--- src/rtl/fproc_meas_pkg.sv ---
// Shared types and helpers for the fproc measurement buffer: per-core FSM states,
// request mode encodings and result-word layout.
package fproc_meas_pkg;

  typedef enum logic [1:0] {
    StIdle,
    StWait,
    StResp
  } state_e;

  localparam logic MODE_LATEST = 1'b0;
  localparam logic MODE_NEXT   = 1'b1;

  function automatic int unsigned err_bit_pos(int unsigned data_width);
    return data_width - 1;
  endfunction

endpackage

--- src/rtl/fproc_meas_core_ctrl.sv ---
// Per-core request FSM: latches channel/mode, waits for the next strobe or times out,
// and presents a one-cycle ready pulse with a held result word.
module fproc_meas_core_ctrl
  import fproc_meas_pkg::*;
#(
  parameter int unsigned MeasWidth = 4,
  parameter int unsigned DataWidth = 32,
  parameter int unsigned IdWidth   = 8,
  parameter int unsigned Timeout   = 1024
) (
  input  logic                 clk_i,
  input  logic                 rst_ni,
  input  logic                 enable_i,
  input  logic [IdWidth-1:0]   id_i,
  output logic [IdWidth-2:0]   ch_o,
  input  logic                 sel_hit_i,
  input  logic                 sel_valid_i,
  input  logic [MeasWidth-1:0] sel_meas_i,
  input  logic [MeasWidth-1:0] sel_buf_i,
  output logic                 ready_o,
  output logic [DataWidth-1:0] data_o
);

  localparam int unsigned ChWidth  = IdWidth - 1;
  localparam int unsigned CntWidth = $clog2(Timeout);
  localparam int unsigned ErrBit   = err_bit_pos(DataWidth);
  localparam logic [CntWidth-1:0] CntLast = CntWidth'(Timeout - 1);

  state_e               state_q, state_d;
  logic [CntWidth-1:0]  cnt_q, cnt_d;
  logic [ChWidth-1:0]   ch_q, ch_d;
  logic [DataWidth-1:0] data_q, data_d;

  function automatic logic [DataWidth-1:0] pack_word(logic err, logic [MeasWidth-1:0] val);
    logic [DataWidth-1:0] w;
    w                = '0;
    w[ErrBit]        = err;
    w[MeasWidth-1:0] = val;
    return w;
  endfunction

  // In IDLE the channel comes straight from the request so the enable cycle can bypass.
  always_comb begin
    ch_o = (state_q == StIdle) ? id_i[ChWidth-1:0] : ch_q;
  end

  always_comb begin
    state_d = state_q;
    cnt_d   = cnt_q;
    ch_d    = ch_q;
    data_d  = data_q;
    unique case (state_q)
      StIdle: begin
        if (enable_i) begin
          ch_d = id_i[ChWidth-1:0];
          if (!sel_hit_i) begin
            data_d  = pack_word(1'b1, '0);
            state_d = StResp;
          end else if (id_i[IdWidth-1] == MODE_NEXT) begin
            cnt_d   = '0;
            state_d = StWait;
          end else begin
            data_d  = pack_word(1'b0, sel_valid_i ? sel_meas_i : sel_buf_i);
            state_d = StResp;
          end
        end
      end
      StWait: begin
        if (sel_valid_i) begin
          data_d  = pack_word(1'b0, sel_meas_i);
          state_d = StResp;
        end else if (cnt_q == CntLast) begin
          data_d  = pack_word(1'b1, sel_buf_i);
          state_d = StResp;
        end else begin
          cnt_d = cnt_q + 1'b1;
        end
      end
      StResp: state_d = StIdle;
      default: state_d = StIdle;
    endcase
  end

  always_ff @(posedge clk_i) begin
    if (!rst_ni) begin
      state_q <= StIdle;
      cnt_q   <= '0;
      ch_q    <= '0;
      data_q  <= '0;
    end else begin
      state_q <= state_d;
      cnt_q   <= cnt_d;
      ch_q    <= ch_d;
      data_q  <= data_d;
    end
  end

  assign ready_o = (state_q == StResp);
  assign data_o  = data_q;

endmodule

--- src/rtl/fproc_meas_buf.sv ---
// Measurement buffer serving N_CORES concurrent fproc requests: per-channel value
// registers plus a channel-select mux and request controller per core.
module fproc_meas_buf
  import fproc_meas_pkg::*;
#(
  parameter int unsigned N_CORES        = 5,
  parameter int unsigned N_MEAS         = 8,
  parameter int unsigned MEAS_WIDTH     = 4,
  parameter int unsigned DATA_WIDTH     = 32,
  parameter int unsigned FPROC_ID_WIDTH = 8,
  parameter int unsigned TIMEOUT        = 1024
) (
  input  logic                      clk,
  input  logic                      reset,
  input  logic [MEAS_WIDTH-1:0]     meas         [N_MEAS],
  input  logic [N_MEAS-1:0]         meas_valid,
  input  logic [FPROC_ID_WIDTH-1:0] fproc_id     [N_CORES],
  input  logic [N_CORES-1:0]        fproc_enable,
  output logic [DATA_WIDTH-1:0]     fproc_data   [N_CORES],
  output logic [N_CORES-1:0]        fproc_ready
);

  logic [MEAS_WIDTH-1:0] meas_buf_q [N_MEAS];

  always_ff @(posedge clk) begin
    if (!reset) begin
      for (int unsigned j = 0; j < N_MEAS; j++) meas_buf_q[j] <= '0;
    end else begin
      for (int unsigned j = 0; j < N_MEAS; j++) begin
        if (meas_valid[j]) meas_buf_q[j] <= meas[j];
      end
    end
  end

  for (genvar c = 0; c < N_CORES; c++) begin : g_core
    logic [FPROC_ID_WIDTH-2:0] ch;
    logic                      hit;
    logic                      valid;
    logic [MEAS_WIDTH-1:0]     sel_meas;
    logic [MEAS_WIDTH-1:0]     sel_buf;

    // A miss (index >= N_MEAS) is reported to the controller as an error request.
    always_comb begin
      hit      = 1'b0;
      valid    = 1'b0;
      sel_meas = '0;
      sel_buf  = '0;
      for (int unsigned j = 0; j < N_MEAS; j++) begin
        if (32'(ch) == j) begin
          hit      = 1'b1;
          valid    = meas_valid[j];
          sel_meas = meas[j];
          sel_buf  = meas_buf_q[j];
        end
      end
    end

    fproc_meas_core_ctrl #(
      .MeasWidth(MEAS_WIDTH),
      .DataWidth(DATA_WIDTH),
      .IdWidth  (FPROC_ID_WIDTH),
      .Timeout  (TIMEOUT)
    ) u_ctrl (
      .clk_i      (clk),
      .rst_ni     (reset),
      .enable_i   (fproc_enable[c]),
      .id_i       (fproc_id[c]),
      .ch_o       (ch),
      .sel_hit_i  (hit),
      .sel_valid_i(valid),
      .sel_meas_i (sel_meas),
      .sel_buf_i  (sel_buf),
      .ready_o    (fproc_ready[c]),
      .data_o     (fproc_data[c])
    );
  end

endmodule

--- config.mk ---
export PLATFORM = sky130hd
export DESIGN_NAME = fproc_meas_buf
export DESIGN_NICKNAME = d
export VERILOG_FILES = /design/src/rtl/fproc_meas_pkg.sv /design/src/rtl/fproc_meas_core_ctrl.sv /design/src/rtl/fproc_meas_buf.sv
export SDC_FILE = /design/constraint.sdc
export NUM_CORES = 1
export LEC_CHECK = 0
export CORE_MARGIN = 2
export CORE_UTILIZATION = 51
export DETAILED_ROUTE_END_ITERATION = 16
export GPL_TIMING_DRIVEN = 0
export PLACE_DENSITY_LB_ADDON = 0.08
export SLEW_MARGIN = 10
export SYNTH_ARGS = -nofsm -noshare
export SYNTH_HDL_FRONTEND = slang
export SYNTH_HIERARCHICAL = 1
export SYNTH_SLANG_ARGS = --single-unit
--- constraint.sdc ---
create_clock -name clk -period 6.3 [get_ports clk]
set_input_delay 1.26 -clock clk [delete_from_list [all_inputs] [get_ports clk]]
set_output_delay 1.26 -clock clk [all_outputs]
set_load 0.02 [all_outputs]
# Word-level counts from Yosys, hierarchy flattened
# Memories as Yosys holds them, arrays and structs flattened.
# Cells that the tools add are included.
[op_classes] add_sub_neg=5 eq_ne=85 muxes=293 bitwise_logic=8 n_reduce_logical=35
[ops] cell="$mux 32" n=25
[ops] cell="$mux 4" n=93
[ops] cell="$pmux 32 s2" n=5
[ops] cell="$mux 10" n=25
[ops] cell="$eq 7x3->1 const B" n=20
[ops] cell="$mux 1" n=105
[ops] cell="$pmux 10 s2" n=5
[ops] cell="$eq 7x2->1 const B" n=10
[ops] cell="$add 10x1->10 const B" n=5
[ops] cell="$eq 10x10->1 const B" n=5
[ops] cell="$mux 2" n=25
[ops] cell="$ne 2x2->1 const B" n=20
[ops] cell="$eq 7x1->1 const B" n=5
[ops] cell="$logic_not 7->1" n=5
[ops] cell="$mux 7" n=5
[ops] cell="$reduce_and 6->1" n=5
[ops] cell="$pmux 2 s2" n=5
[ops] cell="$reduce_and 2->1" n=10
[ops] cell="$reduce_and 4->1" n=5
[ops] cell="$ne 3x1->1 const B" n=5
[ops] cell="$ne 3x3->1 const B" n=5
[ops] cell="$eq 2x1->1 const B" n=5
[ops] cell="$eq 2x2->1 const B" n=5
[ops] cell="$logic_not 2->1" n=5
[ops] cell="3 further kinds" n=18
[totals] regBits=255 mem_bits_rw=32 input_bits=87 wordCells=447 n_memories=1
[mem_list] name="meas_buf_q" words=8 width=4 read_ports=8 rd_clocked_by_memory_dff=0 wr=8 line="fproc_meas_buf.sv:23" source="logic [MEAS_WIDTH-1:0] meas_buf_q [N_MEAS];"

# Depth between registers and ports, before layout
[logic_depth] depth_word=16 mapped_depth=15

# Hierarchy
# Netlist, hierarchy kept.
[modules_own_cells] mod="fproc_meas_core_ctrl" n_inst=5 cells_per_inst=174 area_per_inst_um2=1476.4 seq_area_each_um2=480.5
[modules_own_cells] mod="fproc_meas_buf" n_inst=1 cells_per_inst=388 area_per_inst_um2=4470.5 seq_area_each_um2=960.9

# Worst setup path before layout
# No wires, ideal clock.
[synth_timing] path_type="in2reg" startpoint="in fproc_id[0] (netlist name)" endpoint="reg g_core[4].u_ctrl.cnt_q[5]" setup_time_ps=120 arrival_time_ps=3534 t_required_ps=6180 setup_slack_ps=2647 cell_stages=13 path_buffers=3 cell_sequence="mux2_2 > buf_2 > buf_6 > mux2_2 > a22oi_1 > a2bb2oi_1 > nor2_1 > clkbuf_1 > nor3b_4 > a32oi_2 > a211oi_1 > xnor2_1 > nor2_1"
[synth_via] elab_chain_len=12 word_cells_on_any_way=28 cone_classes="eq/ne (9); mux (17); reduce/logical (2)"
[synth_lines] element="from (decl)" line="fproc_meas_buf.sv:17" source="input logic [FPROC_ID_WIDTH-1:0] fproc_id [N_CORES],"
[synth_lines] element="$mux 7 (*)" line="fproc_meas_core_ctrl.sv:44" source="ch_o = (state_q == StIdle) ? id_i[ChWidth-1:0] : ch_q;"
[synth_lines] element="$logic_not 7->1" line="fproc_meas_buf.sv:49" source="if (32'(ch) == j) begin"
[synth_lines] element="$mux 1 (7 in series)" line="fproc_meas_buf.sv:49"
[synth_lines] element="$mux 1 (*)" line="fproc_meas_buf.sv:49"
[synth_lines] element="net g_core[4].valid" line="fproc_meas_buf.sv:38" source="logic valid;"
[synth_lines] element="$ne 2x2->1 (no line) (*)"
[synth_lines] element="$reduce_and 6->1 (no line) (*)"
[synth_lines] element="to (signal assigned)" line="fproc_meas_core_ctrl.sv:92" source="cnt_q <= cnt_d;"
[synth_lines] element="to (decl)" line="fproc_meas_core_ctrl.sv:30" source="logic [CntWidth-1:0] cnt_q, cnt_d;"
# Mark *: on every way through the listed nets, which the timed path passes. The rest lies on a longest branch.
# A chain may end at the register's enable or synchronous reset.

# Final worst setup path
[layout_timing] startpoint="in fproc_id[0] (netlist name)" endpoint="reg g_core[4].u_ctrl.cnt_q[7]"
[layout_via] elab_chain_len=12 word_cells_on_any_way=28 cone_classes="eq/ne (9); mux (17); reduce/logical (2)"
[layout_lines] element="$mux 7 (*)" line="fproc_meas_core_ctrl.sv:44"
[layout_lines] element="net g_core[4].ch[0]" line="fproc_meas_buf.sv:36" source="logic [FPROC_ID_WIDTH-2:0] ch;"
[layout_lines] element="$logic_not 7->1" line="fproc_meas_buf.sv:49"
[layout_lines] element="$mux 1 (7 in series)" line="fproc_meas_buf.sv:49"
[layout_lines] element="$mux 1 (*)" line="fproc_meas_buf.sv:49"
[layout_lines] element="net g_core[4].valid" line="fproc_meas_buf.sv:38"
[layout_lines] element="$ne 2x2->1 (no line) (*)"
[layout_lines] element="$reduce_and 6->1 (no line) (*)"
# Marked as above.

==> run_results.csv <==
group,metric,value,unit
floorplan,core,22700,um2
clock_network,cts_root_buffer,"clkbuf_16",
clock_network,clk_pin_slew,0.06,ns
power,switching_share,33.4,%
detailed_routing,drtPass1Iterations,5,
detailed_routing,wl_per_cell,18.3,um
timing,fmax,244,MHz
setup_path,worstSetupEndpointType,"register",
timing,post-route-period-util,65.1,%
floorplan,initial_core_util,52.2,%
global_route,track_usage,27.1,%
global_route,grt_max_degree,25,
worst_hold_path,hold_class,"reg2reg",
logic_synthesis,synth-edff-count,32,
floorplan,num_rows,55,
detailed_routing,vias,10200,
power,power_density,218,nW/um2
layout,final_nets,1614,
timing,period_minus_slack,4.10,ns
layout,drive_gt1_share,24.0,%
layout,diodes,0,
setup_path,worstPathArrival,4.41,ns
timing,fin_skew,0.00940,ns
clock_network,cts_made_buffers,17,
setup_path,cp-start-kind,"primary input",
power,pwr-share-comb,34.7,%
clock_network,clk-insertion-delay-late,0.43,ns
logic_synthesis,yosysSeqAreaShare,28.4,%
detailed_routing,detail-route-antenna-nets,0,
logic_synthesis,yosys.area.top_type,"dfxtp_1",
timing,fin_setup_tns,0,ns
logic_synthesis,synth_seq_cells,152,
setup_path,reg2reg_depth,13,
timing,hold_violations,0,
clock_network,clock_path_buffers,2,
floorplan,die_width,156,um
setup_path,critPathLaunch,"fproc_id[0]",
power,power,3.14,mW
setup_path,r2r_end,"g_core[0].u_ctrl/cnt_q[0]",
power,leakage,5.78,nW
timing,max_slew_margin,17.5,%
power,p_seq_share,35.8,%
setup_path,r2r_setup_slack,2.35,ns
detailed_routing,drc,0,
global_route,grt_pass1_wl,51200,um
detailed_routing,drt_iter0_drc,850,
power,power_frac_clock,29.6,%
power,p_sw,1.05,mW
global_route,gr-total-overflow,0,
floorplan,fp.dieArea,24500,um2
global_route,antenna_found_initial,0,
logic_synthesis,syn-cell-area,11900,um2
layout,syn_to_final_growth,21.3,%
setup_path,path_class,"in2reg",
floorplan,die_y,156,um
setup_path,crit_required,6.61,ns
placement,io_buffers,115,
timing,report.final.slew_viol_count,0,
logic_synthesis,synth_top_area_share,20.3,%
logic_synthesis,synth.area.top_cells,"dfxtp_1 (20%), mux4_2 (13%), buf_4 (8.8%)",
floorplan,ioPinCount,252,
logic_synthesis,postSynth.asyncResetShare,0,%
placement,place_hpwl,24100,um
logic_synthesis,synth_cell_types,60,
logic_synthesis,syn_avg_cell_area,9.42,um2
clock_network,cts_resized,0,
logic_synthesis,yosys_warnings,6,
clock_network,cts_tree,"built",
setup_path,worstSetupEndpoint,"g_core[4].u_ctrl/cnt_q[7]",
clock_network,post-cts-setup-buffer-count,0,
clock_network,holdBufCountCts,0,
placement,place_congestion,0.981,
timing,tightest_slew,1.23,ns
run_status,outcome,"completed",
detailed_routing,wirelength,33300,um
detailed_routing,via_per_inst,5.60,
timing,setup_viol,0,
power,vdd.ir_drop.worst,146,uV
setup_path,reg2reg_from,"g_core[0].u_ctrl/state_q[1]",
clock_network,htree_levels,4,
timing,rsz0062_at_grt,"no",
logic_synthesis,syn_inst,1258,
global_route,grt_pass1_vias,9590,
flow_run,cap_violations,0,
power,p_int,2.09,mW
setup_path,cp_max_fo,10,
logic_synthesis,synthFlopType,"dfxtp_1",
clock_network,clock-sinks,152,
[critical path, cell delays in order]
cell             delay, ns
clkdlybuf4s50_1       0.47
mux2_2                0.15
buf_2                 0.19
buf_6                 0.20
mux2_2                0.35
a22oi_1               0.17
a2bb2oi_1             0.21
nor2_1                0.07
clkbuf_1              0.21
nor3b_4               0.39
a32oi_2               0.19
a211oi_1              0.34
xnor2_1               0.16
nor2_1                0.05
[through the flow]
step	setup WS (ns)	util, %	instance area [um2]	hold WS (ns)	std cells
detailed placement	1.77	61.0	13800	0.447	1788
finish	2.20	63.3	14400	0.458	1820
floorplan	2.65	-	12300	0.441	1388
CTS	2.21	63.3	14400	0.461	1820
global placement	1.74	61.0	13800	0.444	1788
global route	1.94	63.3	14400	0.468	1820
[how the worst min path moves through the flow]
stage                                from                          to  slack [ns]  cells past startpoint
2_1_floorplan    g_core[0].u_ctrl/ch_q[0]    g_core[0].u_ctrl/ch_q[0]        0.44                      2
3_3_place_gp   g_core[1].u_ctrl/data_o[0]  g_core[1].u_ctrl/data_o[0]        0.44                      2
3_5_place_dp   g_core[1].u_ctrl/data_o[0]  g_core[1].u_ctrl/data_o[0]        0.45                      2
4_1_cts        g_core[3].u_ctrl/data_o[3]  g_core[3].u_ctrl/data_o[3]        0.46                      2
5_1_grt        g_core[2].u_ctrl/data_o[1]  g_core[2].u_ctrl/data_o[1]        0.47                      2
6_report       g_core[2].u_ctrl/data_o[1]  g_core[2].u_ctrl/data_o[1]        0.46                      2
[registers in the layout, indices dropped and copies added (netlist names)]
signal / flops
g_core.u_ctrl/ch_q: 35
g_core.u_ctrl/cnt_q: 50
g_core.u_ctrl/data_o: 25
g_core.u_ctrl/state_q: 10
meas_buf_q: 32
[cells in the mapped netlist, drive strengths merged, types with 24 or more instances]
cell	count
a21boi	45
a21oi	24
and3	34
buf	170
clkbuf	34
dfxtp	120
edfxtp	32
mux2	46
mux2i	95
mux4	71
nand2	155
nand3	55
nor2	92
o21ai	43
xnor2	30
[cell type report]
type / count / area [um2]
Tap cell: 285 / 357
Clock buffer: 21 / 450
Sequential cell: 152 / 3360
Clock inverter: 11 / 72.6
Timing Repair Buffer: 115 / 1150
Fill cell: 1960 / 8340
Buffer: 204 / 1390
Multi-Input combinational cell: 1019 / 7540
Inverter: 13 / 50.0
[power by group through the flow]
stage	Clock, mW	Combinational [mW]	Sequential [mW]
global route	0.991	1.17	1.13
floorplan	0	0.810	1.12
finish	0.928	1.09	1.12
CTS	0.952	1.07	1.12
global placement	0	1.06	1.14
detailed placement	0	1.07	1.14
[routing by layer]
metal	up-vias	GRT usage [%]	share of wire, %
li1	4801	-	-
met1	4732	34.4	39
met2	532	43.1	46
met3	122	7.73	10
met4	0	12.3	4.0
met5	-	0	0
[layout by cell type, fill, tap and decap left out, types with 13 or more instances in the layout]
master / count
mux4_2: 71
nand2_1: 155
a21oi_1: 24
o21ai_0: 24
buf_2: 23
mux2i_1: 95
and3_1: 34
a21boi_0: 35
and2_1: 23
conb_1: 135
nor2_1: 92
dfxtp_1: 120
mux2_2: 46
buf_4: 139
xnor2_1: 30
clkdlybuf4s50_1: 115
o21ai_1: 13
or2_2: 20
clkbuf_1: 33
nand3_1: 55
clkbuf_16: 17
nor2b_1: 16
edfxtp_1: 32
[logic make-up after synthesis]
| group | after synthesis | synth area share [%] |
|---|---|---|
| adders and majority gates | 5 | 0.528 |
| other | 5 | 0.158 |
| and+or+nand+nor | 449 | 19.1 |
| AOI/OAI and AO/OA | 188 | 11.6 |
| DFF | 152 | 28.4 |
| muxes | 212 | 25.9 |
| buffers and inverters | 217 | 12.1 |
| xor gates and xnor gates | 30 | 2.22 |
No activity file was read; power rests on OpenSTA's default activity.
